[src/rtl/mips_cpu_pkg.sv]
`default_nettype none
// ============================================================================
//  Module      : mips_cpu_pkg
//  Description : Shared types and constants for the multicycle MIPS core.
//                Provides the PC sequencer state type, the reset vector
//                and the sequential fetch increment.
//  Revision    : 1.0  initial release
// ============================================================================
package mips_cpu_pkg;

    typedef enum logic {
        PC_IDLE    = 1'b0,
        PC_PENDING = 1'b1
    } pc_state_t;

    localparam logic [31:0] PC_RESET_VECTOR = 32'hBFC00000;
    localparam int          PC_STEP         = 4;

endpackage : mips_cpu_pkg
`default_nettype wire

[src/rtl/mips_cpu_pc_seq.sv]
`default_nettype none
// ============================================================================
//  Module      : mips_cpu_pc_seq
//  Description : Program-counter sequencer for the multicycle MIPS core.
//                Steps the fetch PC on every instruction advance, applies
//                branch/jump redirects after DELAY_SLOTS delay slots and
//                freezes completely while waitrequest is high.
//  Ports       : clk, reset (sync, active-high)
//                waitrequest     - memory stall, holds all state
//                advance         - current instruction completes
//                redirect_valid  - branch taken / jump (sampled with advance)
//                redirect_target - branch/jump destination
//                pc              - current fetch PC
//                pc_plus_step    - pc + STEP (link address)
//                delay_pending   - redirect waiting behind delay slots
//                addr_err        - misaligned fetch PC
//                exc_valid, exc_vector - exception request (PC_EXC_EN only)
//  Config      : define PC_EXC_EN to add the exception redirect path.
//  Revision    : 1.0  initial release
// ============================================================================
module mips_cpu_pc_seq
    import mips_cpu_pkg::*;
#(
    parameter int                ADDR_W       = 32,
    parameter logic [ADDR_W-1:0] RESET_VECTOR = ADDR_W'(PC_RESET_VECTOR),
    parameter int                STEP         = PC_STEP,
    parameter int                DELAY_SLOTS  = 1
) (
    input  logic              clk,
    input  logic              reset,
    input  logic              waitrequest,
    input  logic              advance,
    input  logic              redirect_valid,
    input  logic [ADDR_W-1:0] redirect_target,
`ifdef PC_EXC_EN
    input  logic              exc_valid,
    input  logic [ADDR_W-1:0] exc_vector,
`endif
    output logic [ADDR_W-1:0] pc,
    output logic [ADDR_W-1:0] pc_plus_step,
    output logic              delay_pending,
    output logic              addr_err
);

    // Counter preload when entering PENDING: the branch's own advance already
    // consumed the first delay slot.
    localparam logic [2:0] C_CNT_INIT = (DELAY_SLOTS > 0) ? 3'(DELAY_SLOTS - 1) : 3'd0;
    localparam logic [ADDR_W-1:0] C_STEP = ADDR_W'(STEP);

    pc_state_t         r_state;
    logic [ADDR_W-1:0] r_pc;
    logic [2:0]        r_cnt;
    logic [ADDR_W-1:0] r_target;

    pc_state_t         w_state_nxt;
    logic [ADDR_W-1:0] w_pc_nxt;
    logic [2:0]        w_cnt_nxt;
    logic [ADDR_W-1:0] w_target_nxt;
    logic [ADDR_W-1:0] w_pc_inc;

    // ------------------------------------------------------------------
    // State register
    // ------------------------------------------------------------------
    always_ff @(posedge clk) begin
        if (reset) begin
            r_state  <= PC_IDLE;
            r_pc     <= RESET_VECTOR;
            r_cnt    <= 3'd0;
            r_target <= '0;
        end else begin
            r_state  <= w_state_nxt;
            r_pc     <= w_pc_nxt;
            r_cnt    <= w_cnt_nxt;
            r_target <= w_target_nxt;
        end
    end

    // ------------------------------------------------------------------
    // Next-state logic; everything holds unless the memory is ready and
    // either an exception or an advance is presented.
    // ------------------------------------------------------------------
    always_comb begin
        w_state_nxt  = r_state;
        w_pc_nxt     = r_pc;
        w_cnt_nxt    = r_cnt;
        w_target_nxt = r_target;
        w_pc_inc     = r_pc + C_STEP;

        if (!waitrequest) begin
`ifdef PC_EXC_EN
            // Exceptions win over any redirect, including one already pending.
            if (exc_valid) begin
                w_pc_nxt    = exc_vector;
                w_state_nxt = PC_IDLE;
                w_cnt_nxt   = 3'd0;
            end else
`endif
            if (advance) begin
                case (r_state)
                    PC_IDLE: begin
                        if (redirect_valid && (DELAY_SLOTS == 0)) begin
                            w_pc_nxt = redirect_target;
                        end else if (redirect_valid) begin
                            w_pc_nxt     = w_pc_inc;
                            w_target_nxt = redirect_target;
                            w_cnt_nxt    = C_CNT_INIT;
                            w_state_nxt  = PC_PENDING;
                        end else begin
                            w_pc_nxt = w_pc_inc;
                        end
                    end
                    PC_PENDING: begin
                        // A branch sitting in a delay slot is ignored: the
                        // first target already captured wins.
                        if (r_cnt == 3'd0) begin
                            w_pc_nxt    = r_target;
                            w_state_nxt = PC_IDLE;
                        end else begin
                            w_pc_nxt  = w_pc_inc;
                            w_cnt_nxt = r_cnt - 3'd1;
                        end
                    end
                    default: begin
                        w_state_nxt = PC_IDLE;
                    end
                endcase
            end
        end
    end

    // ------------------------------------------------------------------
    // Outputs; reset forces the visible PC to the vector immediately,
    // before the reset edge has been taken.
    // ------------------------------------------------------------------
    assign pc            = reset ? RESET_VECTOR : r_pc;
    assign pc_plus_step  = pc + C_STEP;
    assign delay_pending = !reset && (r_state == PC_PENDING);
    assign addr_err      = (pc[1:0] != 2'b00);

endmodule : mips_cpu_pc_seq
`default_nettype wire

[config.mk]
export PLATFORM = sky130hd
export DESIGN_NAME = mips_cpu_pc_seq
export DESIGN_NICKNAME = d
export VERILOG_FILES = /design/src/rtl/mips_cpu_pkg.sv /design/src/rtl/mips_cpu_pc_seq.sv
export SDC_FILE = /design/constraint.sdc
export NUM_CORES = 1
export LEC_CHECK = 0
export BUFFER_PORTS_ARGS = -buffer_cell sky130_fd_sc_hd__buf_4
export CAP_MARGIN = 20
export CORE_AREA = 2 2 105 107
export DETAILED_ROUTE_END_ITERATION = 16
export DIE_AREA = 0 0 107 109
export PLACE_DENSITY = 0.61
export SLEW_MARGIN = 10
export SYNTH_ARGS = -nofsm -noshare
export SYNTH_HDL_FRONTEND = slang
export SYNTH_SLANG_ARGS = --single-unit
[constraint.sdc]
create_clock -name clk -period 2.7 [get_ports clk]
set_clock_uncertainty 0.15 [all_clocks]
set_input_delay 0.27 -clock clk [delete_from_list [all_inputs] [get_ports clk]]
set_output_delay 0.27 -clock clk [all_outputs]
set_load 0.01 [all_outputs]
# Word level (Yosys, flattened, before mapping)
# Index checks and enable logic that the tools add are counted.
[classes] add_sub_neg=3 multipliers=0 div_mod_pow=0 n_lt_le_gt_ge=0 eq_ne=2 shifts=0 mux=9 n_bitwise=2 reduce_logical=7
[op_table] op="32-bit by 3-bit adder with 32-bit output (second input constant)" count=2
[op_table] op="32-bit two-way mux" count=2
[op_table] op="32-bit case mux with 2 select lines" count=1
[op_table] op="4-bit AND reduction" count=2
[op_table] op="3-bit two-way mux" count=2
[op_table] op="3-bit case mux with 2 select lines" count=1
[op_table] op="2-bit != test (second input constant)" count=2
[op_table] op="3-bit zero test" count=1
[op_table] op="3-bit by 1-bit subtractor with 3-bit output (second input constant)" count=1
[op_table] op="1-bit two-way mux" count=2
[op_table] op="1-bit NOT" count=2
[op_table] op="1-bit case mux with 2 select lines" count=1
[op_table] op="2-bit AND reduction" count=1
[op_table] op="2-bit nonzero test" count=1
[op_table] op="1-bit logical AND" count=1
[op_table] op="1-bit zero test" count=1
[word_totals] regBits=68 latch_bits=0 ramBits=0 romBits=0 inputBits=37 out_inout_bits=66 word_cells=27 mem_count=0

# Depth between registers and ports, before layout
[depth] depth_word=3 mapped_depth=10 mapped_depth_nobuf=7

# Least setup slack after synthesis
# No wires, ideal clock.
[synth_path] kind="input -> output" start="in reset" end="out pc_plus_step[24]" arrival_ns=2.147 required_ns=2.280 setup_slack_ns=0.133 path_stages=10 n_path_buf=3 path_cell_list="clkbuf_1 > buf_2 > clkbuf_1 > nand2b_1 > inv_1 > ha_1 > nand3b_1 > nor3_2 > nand3_1 > xnor2_1"
[synth_between] elab_chain_len=2
[synth_rtl] element="start, declared" line_no="mips_cpu_pc_seq.sv:30" source="input logic reset,"
[synth_rtl] element="32-bit two-way mux" line_no="mips_cpu_pc_seq.sv:135" source="assign pc = reset ? RESET_VECTOR : r_pc;"
[synth_rtl] element="via pc[2]" line_no="mips_cpu_pc_seq.sv:39" source="output logic [ADDR_W-1:0] pc,"
[synth_rtl] element="32-bit by 3-bit adder with 32-bit output" line_no="mips_cpu_pc_seq.sv:136" source="assign pc_plus_step = pc + C_STEP;"
[synth_rtl] element="end, declared" line_no="mips_cpu_pc_seq.sv:40" source="output logic [ADDR_W-1:0] pc_plus_step,"
# The timed path passes the listed nets, and every way through them passes these cells.

# Final worst setup path
[layout_path] start="reg r_pc[6]" end="out pc_plus_step[12]"
[layout_between] elab_chain_len=2
[layout_rtl] element="start, declared" line_no="mips_cpu_pc_seq.sv:51" source="logic [ADDR_W-1:0] r_pc;"
[layout_rtl] element="start signal, assigned" line_no="mips_cpu_pc_seq.sv:72" source="r_pc <= w_pc_nxt;"
[layout_rtl] element="32-bit two-way mux" line_no="mips_cpu_pc_seq.sv:135"
[layout_rtl] element="32-bit by 3-bit adder with 32-bit output" line_no="mips_cpu_pc_seq.sv:136"
# Every way passes these cells.

==> reports/results.ini <==
[clock_tree]
numCtsBuffers = 9
cts.sinks = 68
root_buffer = clkbuf_8
clk_pin_slew_worst_paths_ns = 0.08
holdBufCountCts = 0
clk_path_buf_depth = 2
insertion_delay_ns = 0.35
htreeDepth = 3
cts_tree = built

[synth]
ys.flop_type = dfxtp_1
synthMuxAreaShare = 0.00735
synth_compound_area_frac = 0.183
synthArstFlopShare = 0
syn-instance-count = 562
synth_area_um2 = 4090
yosysWarnings = 0
yosys.area_share.simple = 0.337
synth_top_family_by_area = simple AND/OR/NAND/NOR gates
ys_ff_latch = 68
synth_edf_count = 0
syn_avg_cell_area_um2 = 7.27
synthAdderAreaFrac = 0.0122
synth_cell_type_count = 56
synth_xor_area_frac = 0.0643
synth_fp_nets = 603
yosysSeqAreaShare = 0.333

[place]
routabilityCongestion = 0.840
dp_hpwl_um = 8740
io_buffers = 102

[critical_path]
crit_type = register to output port
crit_path_end_kind = output port
start_kind = register
timing.rr.start = r_pc[2]
crit_fanout = 6
slowest_delay_ns = 0.48
critical-path-slowest-cell = dfxtp_1
cp_cell_sequence = and4_2, nand3b_1, buf_4, or3_1, a21oi_1, buf_4
critPathBufInv = 2
worstPathRequired_ns = 2.28
startpoint = r_pc[6]
crit_top_cell = buf_4
crit_family = simple AND/OR/NAND/NOR gates
worstPathArrival_ns = 2.15

[global_route]
grt-ovfl-total = 0
grt_max_degree = 89
grt_pass1_vias = 3877
grt_antenna_before_repair = 0
grt_usage = 0.211
grt_pass1_wl_um = 19500

[pwr]
power_mw = 2.12
p_per_area_nw_per_um2 = 410
p_leak_nw = 2.01
max-vdd-ir-drop_uv = 221

[floorplanning]
dieArea_um2 = 11700
dieHeight_um = 109
core_um2 = 10600
start_util = 0.386
die_x_um = 107
rows = 38
ioPinCount = 103

[sta]
max_clock_freq_ghz = 0.389
drv_slew = 0
fin_crit_ns = 2.57
whs_ns = 0.0106
timing.setup.tns_ns = 0
worstMarginPinSlew_ns = 0.652
relSlewSlack = 0.565
rsz0062_at_grt = no
setup_violations = 0
fin_crit_sh = 0.952
finalHoldViolations = 0

[run_status]
status = completed

[cells_and_area]
n_fill_cell = 1056
layout-drive-gt1-share = 0.243
nNetsFinal = 685
area_growth_pct = 26.3
diodes = 0
fin_util = 0.487
final_common_cell = buf_4
layout_common_cells = buf_4 (116), nand2_1 (103), a21oi_1 (69)

[worst_hold_path]
hold_start = redirect_target[29]
min_path_type = input pin to register

[routing]
drcViolationCount = 0
vias_per_cell = 5.38
dr.pass1.iters = 5
vias = 4244
routed_wirelength_um = 12300
drt-initial-drc-count = 264
ant_nets = 0
wire_per_inst_um = 15.5

[job]
max_cap_viol_count = 0

[state kept, by name, indices dropped and copies added (netlist names)]
signal / cells
r_target: 32
r_pc: 32
r_state: 1
r_cnt: 3
[report_power, final]
part	switching (mW)	internal [mW]	leakage, nW
registers	0.0321	1.03	0.555
logic	0.161	0.122	1.37
clock network	0.428	0.337	0.0860
[cells in the mapped netlist, drive strengths merged, types with 14 or more instances]
cell type | count | area [µm²]
nor2 | 41 | 154
nand3 | 25 | 130
dfxtp | 68 | 1360
o21ai | 22 | 110
nand2 | 103 | 387
nor2b | 19 | 119
clkbuf | 32 | 121
nand4 | 14 | 118
xor2 | 14 | 123
xnor2 | 16 | 140
a21oi | 69 | 345
buf | 15 | 90.1
[tightest hold or removal path, cell delays in order]
cell     delay, ns
buf_4         0.11
nand2_1       0.04
a21oi_1       0.05
[final timing paths]
check / endpoint / slack [ns] / cells past startpoint
hold / removal: r_target[29] / 0.01 / 3
setup / recovery: pc_plus_step[12] / 0.13 / 6
setup reg to reg: r_pc[26] / 0.47 / 6
hold reg to reg: r_target[7] / 0.31 / 2
[through the flow]
step	instances	worst slack [ns]	instance area, µm²
4_1_cts	788	0.0240	5140
2_1_floorplan	562	0.133	4090
6_report	789	0.129	5160
5_1_grt	789	0.0104	5160
3_5_place_dp	772	0.320	4960
3_3_place_gp	772	0.314	4960
[cell type report]
| class | count | area, µm² | share of cell area |
|---|---|---|---|
| clock inverters | 7 | 51.3 | 0.00994 |
| clock buffers | 9 | 124 | 0.0240 |
| multi-input cells | 434 | 2480 | 0.481 |
| repair buffers | 118 | 911 | 0.176 |
| inverters | 13 | 48.8 | 0.00945 |
| well taps | 140 | 175 | 0.0339 |
| flip-flops and latches | 68 | 1370 | 0.265 |
[routing by layer]
layer,vias to the layer above,share of wire,track usage
met1,1980,0.47,0.292
li1,2114,-,-
met5,-,0,0
met4,0,0.015,0.0761
met2,134,0.47,0.341
met3,16,0.047,0.0227
[cells by family after synthesis]
group           Yosys count
compound gates          128
mux                       3
simple gates            269
fa+ha+maj                 4
xor+xnor                 30
buf+inv                  60
flops                    68
[what timing repair did]
action / 4_1_cts / 5_1_grt
setup buffers: 0 / 1
resized for setup: 1 / 9
pin swaps: 0 / 1
endpoints found under the setup margin: 4 / 11
Power figures use the tool's default switching activity.
